--- src/rtl/button_conditioner_if.sv ---
// Button bus between the board-side push-buttons and the conditioned signals for the clock core.
interface button_conditioner_if #(
    parameter int N_BTN = 4
);
    logic [N_BTN-1:0] btn_raw;
    logic [N_BTN-1:0] btn_level;
    logic [N_BTN-1:0] btn_press;
    logic [N_BTN-1:0] btn_release;

    modport master (output btn_raw, input btn_level, btn_press, btn_release);
    modport slave  (input btn_raw, output btn_level, btn_press, btn_release);
endinterface

--- src/rtl/button_conditioner.sv ---
// Push-button front end: 2-FF synchroniser, debounce, press/release pulses and
// hold-to-auto-repeat, with fully independent identical logic per button.
module button_conditioner #(
    parameter int               N_BTN           = 4,
    parameter int               DEBOUNCE_CYCLES = 500000,
    parameter logic [N_BTN-1:0] REPEAT_MASK     = 4'b0011,
    parameter int               REPEAT_DELAY    = 25000000,
    parameter int               REPEAT_PERIOD   = 5000000
) (
    input logic                 clk,
    input logic                 reset,
    button_conditioner_if.slave btn
);
    localparam int RPT_MAX = (REPEAT_DELAY > REPEAT_PERIOD) ? REPEAT_DELAY : REPEAT_PERIOD;
    localparam int DB_W    = $clog2(DEBOUNCE_CYCLES);
    localparam int RPT_W   = $clog2(RPT_MAX);

    localparam logic [DB_W-1:0]  DB_LAST     = DB_W'(DEBOUNCE_CYCLES - 1);
    localparam logic [RPT_W-1:0] DELAY_LAST  = RPT_W'(REPEAT_DELAY - 1);
    localparam logic [RPT_W-1:0] PERIOD_LAST = RPT_W'(REPEAT_PERIOD - 1);

    localparam logic [1:0] ST_IDLE = 2'd0;
    localparam logic [1:0] ST_WAIT = 2'd1;
    localparam logic [1:0] ST_RPT  = 2'd2;

    logic [N_BTN-1:0] sync1;
    logic [N_BTN-1:0] sync2;
    logic [N_BTN-1:0] level;
    logic [N_BTN-1:0] press_q;
    logic [N_BTN-1:0] rel_q;
    logic [DB_W-1:0]  db_cnt    [N_BTN];
    logic [RPT_W-1:0] rpt_cnt   [N_BTN];
    logic [1:0]       rpt_state [N_BTN];

    logic [N_BTN-1:0] db_done;
    logic [N_BTN-1:0] rise;
    logic [N_BTN-1:0] fall;
    logic [N_BTN-1:0] rpt_due;

    // rise/fall mark the edge on which the debounced level is about to flip
    always_comb begin
        for (int i = 0; i < N_BTN; i++) begin
            db_done[i] = (sync2[i] != level[i]) && (db_cnt[i] == DB_LAST);
            rise[i]    = db_done[i] && !level[i];
            fall[i]    = db_done[i] && level[i];
            rpt_due[i] = ((rpt_state[i] == ST_WAIT) && (rpt_cnt[i] == DELAY_LAST)) ||
                         ((rpt_state[i] == ST_RPT)  && (rpt_cnt[i] == PERIOD_LAST));
        end
    end

    always_ff @(posedge clk or negedge reset) begin
        if (!reset) begin
            sync1   <= '0;
            sync2   <= '0;
            level   <= '0;
            press_q <= '0;
            rel_q   <= '0;
            for (int i = 0; i < N_BTN; i++) begin
                db_cnt[i] <= '0;
            end
        end else begin
            sync1   <= btn.btn_raw;
            sync2   <= sync1;
            // a release landing on a repeat terminal count suppresses that repeat
            press_q <= rise | (rpt_due & ~fall);
            rel_q   <= fall;
            for (int i = 0; i < N_BTN; i++) begin
                if (sync2[i] == level[i]) begin
                    db_cnt[i] <= '0;
                end else if (db_done[i]) begin
                    level[i]  <= sync2[i];
                    db_cnt[i] <= '0;
                end else begin
                    db_cnt[i] <= db_cnt[i] + 1'b1;
                end
            end
        end
    end

    always_ff @(posedge clk or negedge reset) begin
        if (!reset) begin
            for (int i = 0; i < N_BTN; i++) begin
                rpt_state[i] <= ST_IDLE;
                rpt_cnt[i]   <= '0;
            end
        end else begin
            for (int i = 0; i < N_BTN; i++) begin
                if (!REPEAT_MASK[i] || fall[i]) begin
                    rpt_state[i] <= ST_IDLE;
                    rpt_cnt[i]   <= '0;
                end else begin
                    case (rpt_state[i])
                        ST_IDLE: begin
                            if (rise[i]) begin
                                rpt_state[i] <= ST_WAIT;
                                rpt_cnt[i]   <= '0;
                            end
                        end
                        ST_WAIT: begin
                            if (rpt_due[i]) begin
                                rpt_state[i] <= ST_RPT;
                                rpt_cnt[i]   <= '0;
                            end else begin
                                rpt_cnt[i] <= rpt_cnt[i] + 1'b1;
                            end
                        end
                        ST_RPT: begin
                            if (rpt_due[i]) begin
                                rpt_cnt[i] <= '0;
                            end else begin
                                rpt_cnt[i] <= rpt_cnt[i] + 1'b1;
                            end
                        end
                        default: begin
                            rpt_state[i] <= ST_IDLE;
                            rpt_cnt[i]   <= '0;
                        end
                    endcase
                end
            end
        end
    end

    assign btn.btn_level   = level;
    assign btn.btn_press   = press_q;
    assign btn.btn_release = rel_q;
endmodule

--- src/flat_wrapper.sv ---
// flat-port wrapper written by rule: the top's interface ports become plain ports
module button_conditioner_flat 
#(
    parameter int               N_BTN           = 4,
    parameter int               DEBOUNCE_CYCLES = 500000,
    parameter logic [N_BTN-1:0] REPEAT_MASK     = 4'b0011,
    parameter int               REPEAT_DELAY    = 25000000,
    parameter int               REPEAT_PERIOD   = 5000000
)
  (clk, reset, btn_btn_raw, btn_btn_level, btn_btn_press, btn_btn_release);
  button_conditioner_if #(.N_BTN(N_BTN)) btn_i ();
  input logic clk;
  input logic reset;
  input wire logic [$bits(btn_i.btn_raw)-1:0] btn_btn_raw;
  output wire logic [$bits(btn_i.btn_level)-1:0] btn_btn_level;
  output wire logic [$bits(btn_i.btn_press)-1:0] btn_btn_press;
  output wire logic [$bits(btn_i.btn_release)-1:0] btn_btn_release;
  assign btn_i.btn_raw = btn_btn_raw;
  assign btn_btn_level = btn_i.btn_level;
  assign btn_btn_press = btn_i.btn_press;
  assign btn_btn_release = btn_i.btn_release;
  button_conditioner #(.N_BTN(N_BTN), .DEBOUNCE_CYCLES(DEBOUNCE_CYCLES), .REPEAT_MASK(REPEAT_MASK), .REPEAT_DELAY(REPEAT_DELAY), .REPEAT_PERIOD(REPEAT_PERIOD)) u_core (.clk(clk), .reset(reset), .btn(btn_i));
endmodule
--- config.mk ---
export PLATFORM = sky130hd
export DESIGN_NAME = button_conditioner_flat
export DESIGN_NICKNAME = d
export VERILOG_FILES = /design/src/rtl/button_conditioner_if.sv /design/src/rtl/button_conditioner.sv /design/src/flat_wrapper.sv
export SDC_FILE = /design/constraint.sdc
export NUM_CORES = 1
export LEC_CHECK = 0
export CAP_MARGIN = 20
export CORE_ASPECT_RATIO = 1.5
export CORE_MARGIN = 8
export CORE_UTILIZATION = 48
export CTS_CLUSTER_SIZE = 28
export DETAILED_ROUTE_END_ITERATION = 16
export SLEW_MARGIN = 20
export SYNTH_ARGS = -nofsm -noshare
export SYNTH_HDL_FRONTEND = slang
export SYNTH_SLANG_ARGS = --single-unit
--- constraint.sdc ---
create_clock -name clk -period 3.2 [get_ports clk]
set_input_delay 0.32 -clock clk [delete_from_list [all_inputs] [get_ports clk]]
set_output_delay 0.32 -clock clk [all_outputs]
set_load 0.01 [all_outputs]
==> results of run 1 <==
critical path, delay by kind of cell (launching register included):
kind	cells	cell delay, ns
simple gates	3	1.75
flops	1	0.45
compound gates	2	0.73
worst max-delay path by stage:
stage                 startpoint            endpoint  slack (ns)  cells after the start
4_1_cts        u_core.db_cnt[67]  u_core.rpt_cnt[89]        0.21                      5
5_1_grt        u_core.db_cnt[68]  u_core.rpt_cnt[89]        0.03                      5
3_3_place_gp   u_core.db_cnt[67]  u_core.rpt_cnt[85]        0.28                      5
3_5_place_dp   u_core.db_cnt[67]  u_core.rpt_cnt[89]        0.21                      5
2_1_floorplan  u_core.db_cnt[67]  u_core.rpt_cnt[87]        0.53                      7
6_report       u_core.db_cnt[67]  u_core.rpt_cnt[89]        0.20                      5
repair_timing:
item	CTS	global route
endpoints found under the setup margin	0	0
hold endpoints to repair	63	0
resized for setup	0	0
hold buffers	1	0
cells by family (layout without fill, tap and decap cells):
| logic type | Yosys count | after routing | synth area share |
|---|---|---|---|
| AO/OA/AOI/OAI | 106 | 106 | 0.0887 |
| flip-flops | 150 | 150 | 0.487 |
| XOR/XNOR | 74 | 74 | 0.0841 |
| AND/OR/NAND/NOR | 381 | 381 | 0.264 |
| buffers and inverters | 73 | 103 | 0.0362 |
| adder cells (fa/ha/maj) | 14 | 14 | 0.0227 |
| multiplexers | 13 | 13 | 0.0169 |
sequential cells by signal, summed over array words and instances, names as in the netlist:
register / count
u_core.btn.btn_level: 4
u_core.btn.btn_press: 4
u_core.btn.btn_release: 4
u_core.db_cnt: 76
u_core.rpt_cnt: 50
u_core.rpt_state: 4
u_core.sync1: 4
u_core.sync2: 4
layout by cell type, fill, tap and decap left out, drive strengths merged, types with 16 or more instances in the layout:
master         count
nand3             61
a21oi             18
nor2              96
and3              20
nand4             35
clkdlybuf4s50     16
inv               41
o22ai             21
xnor2             42
a31oi             29
nor3              22
nand2             51
clkbuf            21
dfrtp            150
xor2              32
layer usage:
metal | vias up | share of wire | GRT usage
met4 | 0 | 0.016 | 0.0802
met2 | 101 | 0.53 | 0.307
met1 | 3042 | 0.42 | 0.189
met5 | - | 0 | 0
met3 | 18 | 0.030 | 0.0309
li1 | 2941 | - | -
cell type report:
type / count / area [sq um]
clock buffer: 21 / 460
fill: 1466 / 6920
timing repair buffer: 32 / 299
multi-input combinational: 588 / 3680
clock inverter: 9 / 175
sequential: 150 / 3750
inverter: 41 / 154
tap: 203 / 254
stage by stage:
step	instance area (sq um)	total power, W
after floorplan	7710	0.00200
after global placement	8130	0.00205
after detailed placement	8130	0.00206
after CTS	8780	0.00423
after global routing	8780	0.00432
final	8780	0.00417
where the power goes:
group	internal, W	leakage, nW	switching [W]
clock network	0.00141	0.305	0.000741
registers	0.00191	2.07	0.0000152
logic	0.0000251	1.17	0.0000644
total	0.00335	3.55	0.000821
==> impl_results.md, run 1 <==
* Post-Synthesis Cell Area at 7710 sq um
* Top area cells in the synthesized netlist: dfrtp_1 (49%), xnor2_1 (4.8%), nor2_1 (4.7%)
* Vias in the first global route at 6244
* Port Buffers at 17
* Pre-CTS setup slack at 0.213 ns
* Placed wire-length estimate at 11400 microns
* Largest net degree at the start of global routing at 66
* Synth top area share at 0.487
* DIE WIDTH at 119 microns
* Status: completed
* Crit share post-route at 0.937
* # rows at 56
* Post-Synthesis Cells at 811
* Core box area at 15700 sq um
* Initial Util at 0.491
* CP Capture Type: register
* First-pass detailed-route iteration total at 5
* Synth top cells by count: dfrtp_1 (150), nor2_1 (96), nand3_1 (61)
* Worst path required time at 3.54 ns
* Worst-path clk slew at 0.06 ns
* Via density at 5.84
* Count leader, synth: dfrtp_1
* Antenna diode count at 0
* CTS Buf Count at 17
* Worst reg2reg path startpoint: u_core.db_cnt[67]
* CTS Root Cell: clkbuf_16
* Ys async rst share at 1.00
* Kind of critical path: register to register
* Setup TNS at 0 ns
* Die Span Y at 171 microns
* Fin cells at 1044
* Max Buffers Root-to-Sink at 2
* Drt initial violations at 459
* Clock Skew at 0.00667 ns
* Post-CTS Setup Inserts at 0
* Hold path start: btn_btn_raw[3]
* Peak fanout along the critical path at 22
* Number of synthesized flops with an enable pin at 0
* Die Area at 20400 sq um
* Max Slew Vio Count at 0
* CP startpoint kind: register
* Grt ovf at 0
* Final min period at 3.00 ns
* Synth Net Count at 831
* Layout area overhead at 13.9%
* First-pass GRT wire length at 28600 microns
* Drt wl/cell at 15.8 microns
* CTS H-tree lvls at 4
* R2r endpoint: u_core.rpt_cnt[89]
* F_max at 0.334 GHz
* Crit-path slowest cell: or4_1
* Setup violators final at 0
* Syn_area_per_cell at 9.50 sq um
* Final Hold Vio Count at 0
* CTS tree: done
* Placed cell count at 1013
* CP Cell Sequence: or4b_1, or4_1, o31a_1, or4_1, a21oi_1
* Pwr Density at 476 nW/um^2
* Post-route antenna net violation count at 0
* Netlist cell types at 45
* Worst hold slack at 0.341 ns
* Synth Register Bits at 150
* R2R Setup Slk at 0.20 ns
* Data arrival, critical path at 3.34 ns
* Top FF cell, synth: dfrtp_1
* Final estimated routing congestion in global placement at 0.850
* Max stage delay on crit path at 0.65 ns
* Skew-Pair Late Insertion Delay at 0.41 ns
* Leakage at 3.55 nW
* HP Class: input port to register
* Register area share after synthesis at 0.487
* DRC viols at 0
* I/O pin cnt at 18
* Final net count at 850
* Hold Path Sink: u_core.sync1[3]
* Peak VDD IR at 0.359 mV
* Drt total wl at 16500 microns
* Antenna violations before repair at 0
* Max-cap viol count at 0
* Vias at 6102
* Largest area contributor in the netlist: dfrtp_1
* R2R cell count at 5
* Worst Hold Path Cells at 1
* Worst slew margin at 0.359
* All-Layer GR Usage at 0.170
* Layout cell share with drive strength beyond 1 at 0.0654
* Util after Layout at 0.559
* Sink Count at 150
* Most Frequent Cell on Critical Path: or4_1
* Final worst slack at 0.202 ns
* Worst Tran Pin Value at 0.962 ns
* RSZ-0062 raised after global routing: false
* Yosys warning total at 0
(Power assumes the default switching activity.)
==> inputs of run 2 (changes only) <==
Settings changed: CAP_MARGIN 20 to 25, CTS_CLUSTER_DIAMETER from default to 40.
==> results of run 2 <==
Same layout as run 1: the final DEF is identical, and so are final timing and power.
==> inputs of run 3 (changes only) <==
Settings changed: CORE_MARGIN 8 to 2.
==> run 3 against run 2 <==
Global-route usage grew 3.7 points; final cell count grew 0.38%; register-to-register slack hardly changed; routed wire length is 0.49% higher; critical endpoint is now u_core.rpt_cnt[97].
==> impl_results.md, run 3 (synthesized netlist as in run 1, its figures left out) <==
* Status: completed
* Sink Count at 150 (unchanged)
* Max Slew Vio Count at 0 (unchanged)
* Layout area overhead at 14.0%
* Vias at 6122 (+0.33%)
* Clock Skew at 0.00861 ns (+0.00194 ns)
* Worst slew margin at 0.466 (+0.108)
* Core box area at 15700 sq um (unchanged)
* Antenna diode count at 0 (unchanged)
* Grt ovf at 0 (unchanged)
* Commonest cells after routing, fill and taps aside: dfrtp_1 (150), nor2_1 (96), nand3_1 (61), nand2_1 (51), xnor2_1 (42)
* Worst-path clk slew at 0.06 ns (about the same)
* Initial Util at 0.491 (unchanged)
* Filler instances at 1396 (-4.8%)
* DRC viols at 0 (unchanged)
* Clock Power Share at 0.515 (about the same)
* Worst Tran Pin Value at 0.795 ns (-0.168 ns)
* Largest Register: u_core.db_cnt
* Worst path required time at 3.54 ns (about the same)
* Crit share post-route at 0.937 (about the same)
* Via density at 5.84 (about the same)
* Post-CTS Setup Inserts at 0 (unchanged)
* Final min period at 3.00 ns (-0.000980 ns)
* Max Buffers Root-to-Sink at 2 (unchanged)
* CTS H-tree lvls at 4 (unchanged)
* F_max at 0.334 GHz (about the same)
* Net Sw Power at 0.000890 W (+8.4%)
* Peak fanout along the critical path at 15 (-32%)
* Port Buffers at 17 (unchanged)
* Final net count at 852 (+0.24%)
* Commonest non-fill, non-tap cell in the layout: dfrtp_1
* CP Capture Type: register
* Die Area at 17100 sq um (-16%)
* Sw frac at 0.214 (+0.0171)
* Layout cell share with drive strength beyond 1 at 0.0734 (+0.00797)
* First-pass detailed-route iteration total at 5 (unchanged)
* All-Layer GR Usage at 0.207 (+0.0369)
* CTS tree: done
* Kind of critical path: register to register
* Pwr Total at 0.00416 W (-0.24%)
* Gates resized, CTS repair at 0 (unchanged)
* Max reg flops at 76 (unchanged)
* I/O pin cnt at 18 (unchanged)
* DIE WIDTH at 107 microns (-10%)
* Max-cap viol count at 0 (unchanged)
* Data arrival, critical path at 3.34 ns (about the same)
* Drt initial violations at 329 (-28%)
* Setup violators final at 0 (unchanged)
* CTS Hold Bufs at 1 (unchanged)
* Die Span Y at 159 microns (-7.0%)
* Final Hold Vio Count at 0 (unchanged)
* Skew-Pair Late Insertion Delay at 0.42 ns (about the same)
* Largest net degree at the start of global routing at 79 (+20%)
* Antenna violations before repair at 0 (unchanged)
* Setup TNS at 0 ns (unchanged)
* Biggest regs: u_core.db_cnt: 76 flops, u_core.rpt_cnt: 50 flops
* RSZ-0062 raised after global routing: false
* Drt wl/cell at 15.8 microns (+0.11%)
* Reg power frac at 0.463 (about the same)
* CTS Root Cell: clkbuf_16
* # rows at 56 (unchanged)
* Final estimated routing congestion in global placement at 0.829 (-2.5%)
* HP Class: input port to register
* Vias in the first global route at 6255 (+0.18%)
* Pwr Density at 474 nW/um^2 (-0.35%)
* Comb power frac at 0.021 (about the same)
* Placed wire-length estimate at 11400 microns (-0.15%)
* Fin cells at 1048 (+0.38%)
* Drt total wl at 16600 microns (+0.49%)
* Cell Int Power at 0.00327 W (-2.4%)
* First-pass GRT wire length at 28900 microns (+1.3%)
* CTS Buf Count at 17 (unchanged)
* Peak VDD IR at 0.367 mV (+2.3%)
* Leakage at 3.56 nW (+0.35%)
* CP startpoint kind: register
* Placed cell count at 1015 (+0.20%)
* Post-route antenna net violation count at 0 (unchanged)
[run 3: changes by cell type in the layout (fill, tap and decap cells not counted), sizes merged]
cell | previous run | this run
clkinvlp | 2 | 1
bufinv | 5 | 4
clkinv | 2 | 5
inv | 41 | 45
clkbuf | 21 | 18
buf | 15 | 17
[run 3: power by group through the flow]
stage	Clock (W)	Sequential [W]	Combinational [W]
after floorplan	0	0.00196	0.0000367
after global placement	0	0.00196	0.0000888
after detailed placement	0	0.00196	0.0000923
after CTS	0.00220	0.00193	0.0000937
after global routing	0.00227	0.00193	0.000106
final	0.00215	0.00193	0.0000888
[run 3: worst paths after layout]
path / endpoint / depth (start not counted) / from / slack (ns)
setup / recovery: u_core.rpt_cnt[97] / 6 / u_core.db_cnt[68] / 0.20
hold / removal: u_core.sync1[1] / 1 / btn_btn_raw[1] / 0.34
setup reg to reg: u_core.rpt_cnt[97] / 6 / u_core.db_cnt[68] / 0.20
hold reg to reg: u_core.sync2[3] / 0 / u_core.sync1[3] / 0.35
max in group asynchronous: u_core.db_cnt[15] / 3 / reset / 1.84
min in group asynchronous: u_core.db_cnt[68] / 2 / reset / 0.49
[run 3: cell type report]
type | instances | area (sq um) | area share
flip-flops and latches | 150 | 3750 | 0.427
clock buffers | 18 | 439 | 0.0500
repair buffers | 34 | 302 | 0.0343
multi-input cells | 588 | 3690 | 0.420
well taps | 203 | 254 | 0.0289
inverters | 41 | 154 | 0.0175
clock inverters | 14 | 198 | 0.0225
[run 3: critical path, cell delays in order (launching register included)]
cell     delay (ns)
dfrtp_1        0.45
or4b_1         0.53
or4_1          0.67
o31a_1         0.52
buf_4          0.26
or3_1          0.34
a21oi_1        0.15
[run 3: layer usage]
layer | up-vias | GRT usage | wire length (microns)
met5 | - | 0 | 0
met4 | 0 | 0.0793 | 341
met3 | 25 | 0.0418 | 496
met2 | 119 | 0.355 | 8580
met1 | 3011 | 0.253 | 7190
li1 | 2967 | - | -
[run 3: per-stage QoR]
step | hold WS [ns] | instance area, sq um | util | worst slack (ns)
CTS | 0.322 | 8790 | 0.560 | 0.205
global placement | 0.333 | 8140 | 0.519 | 0.321
global route | 0.338 | 8790 | 0.560 | 0.0587
detailed placement | 0.340 | 8140 | 0.519 | 0.257
floorplan | 0.0244 | 7710 | - | 0.528
finish | 0.339 | 8790 | 0.560 | 0.203
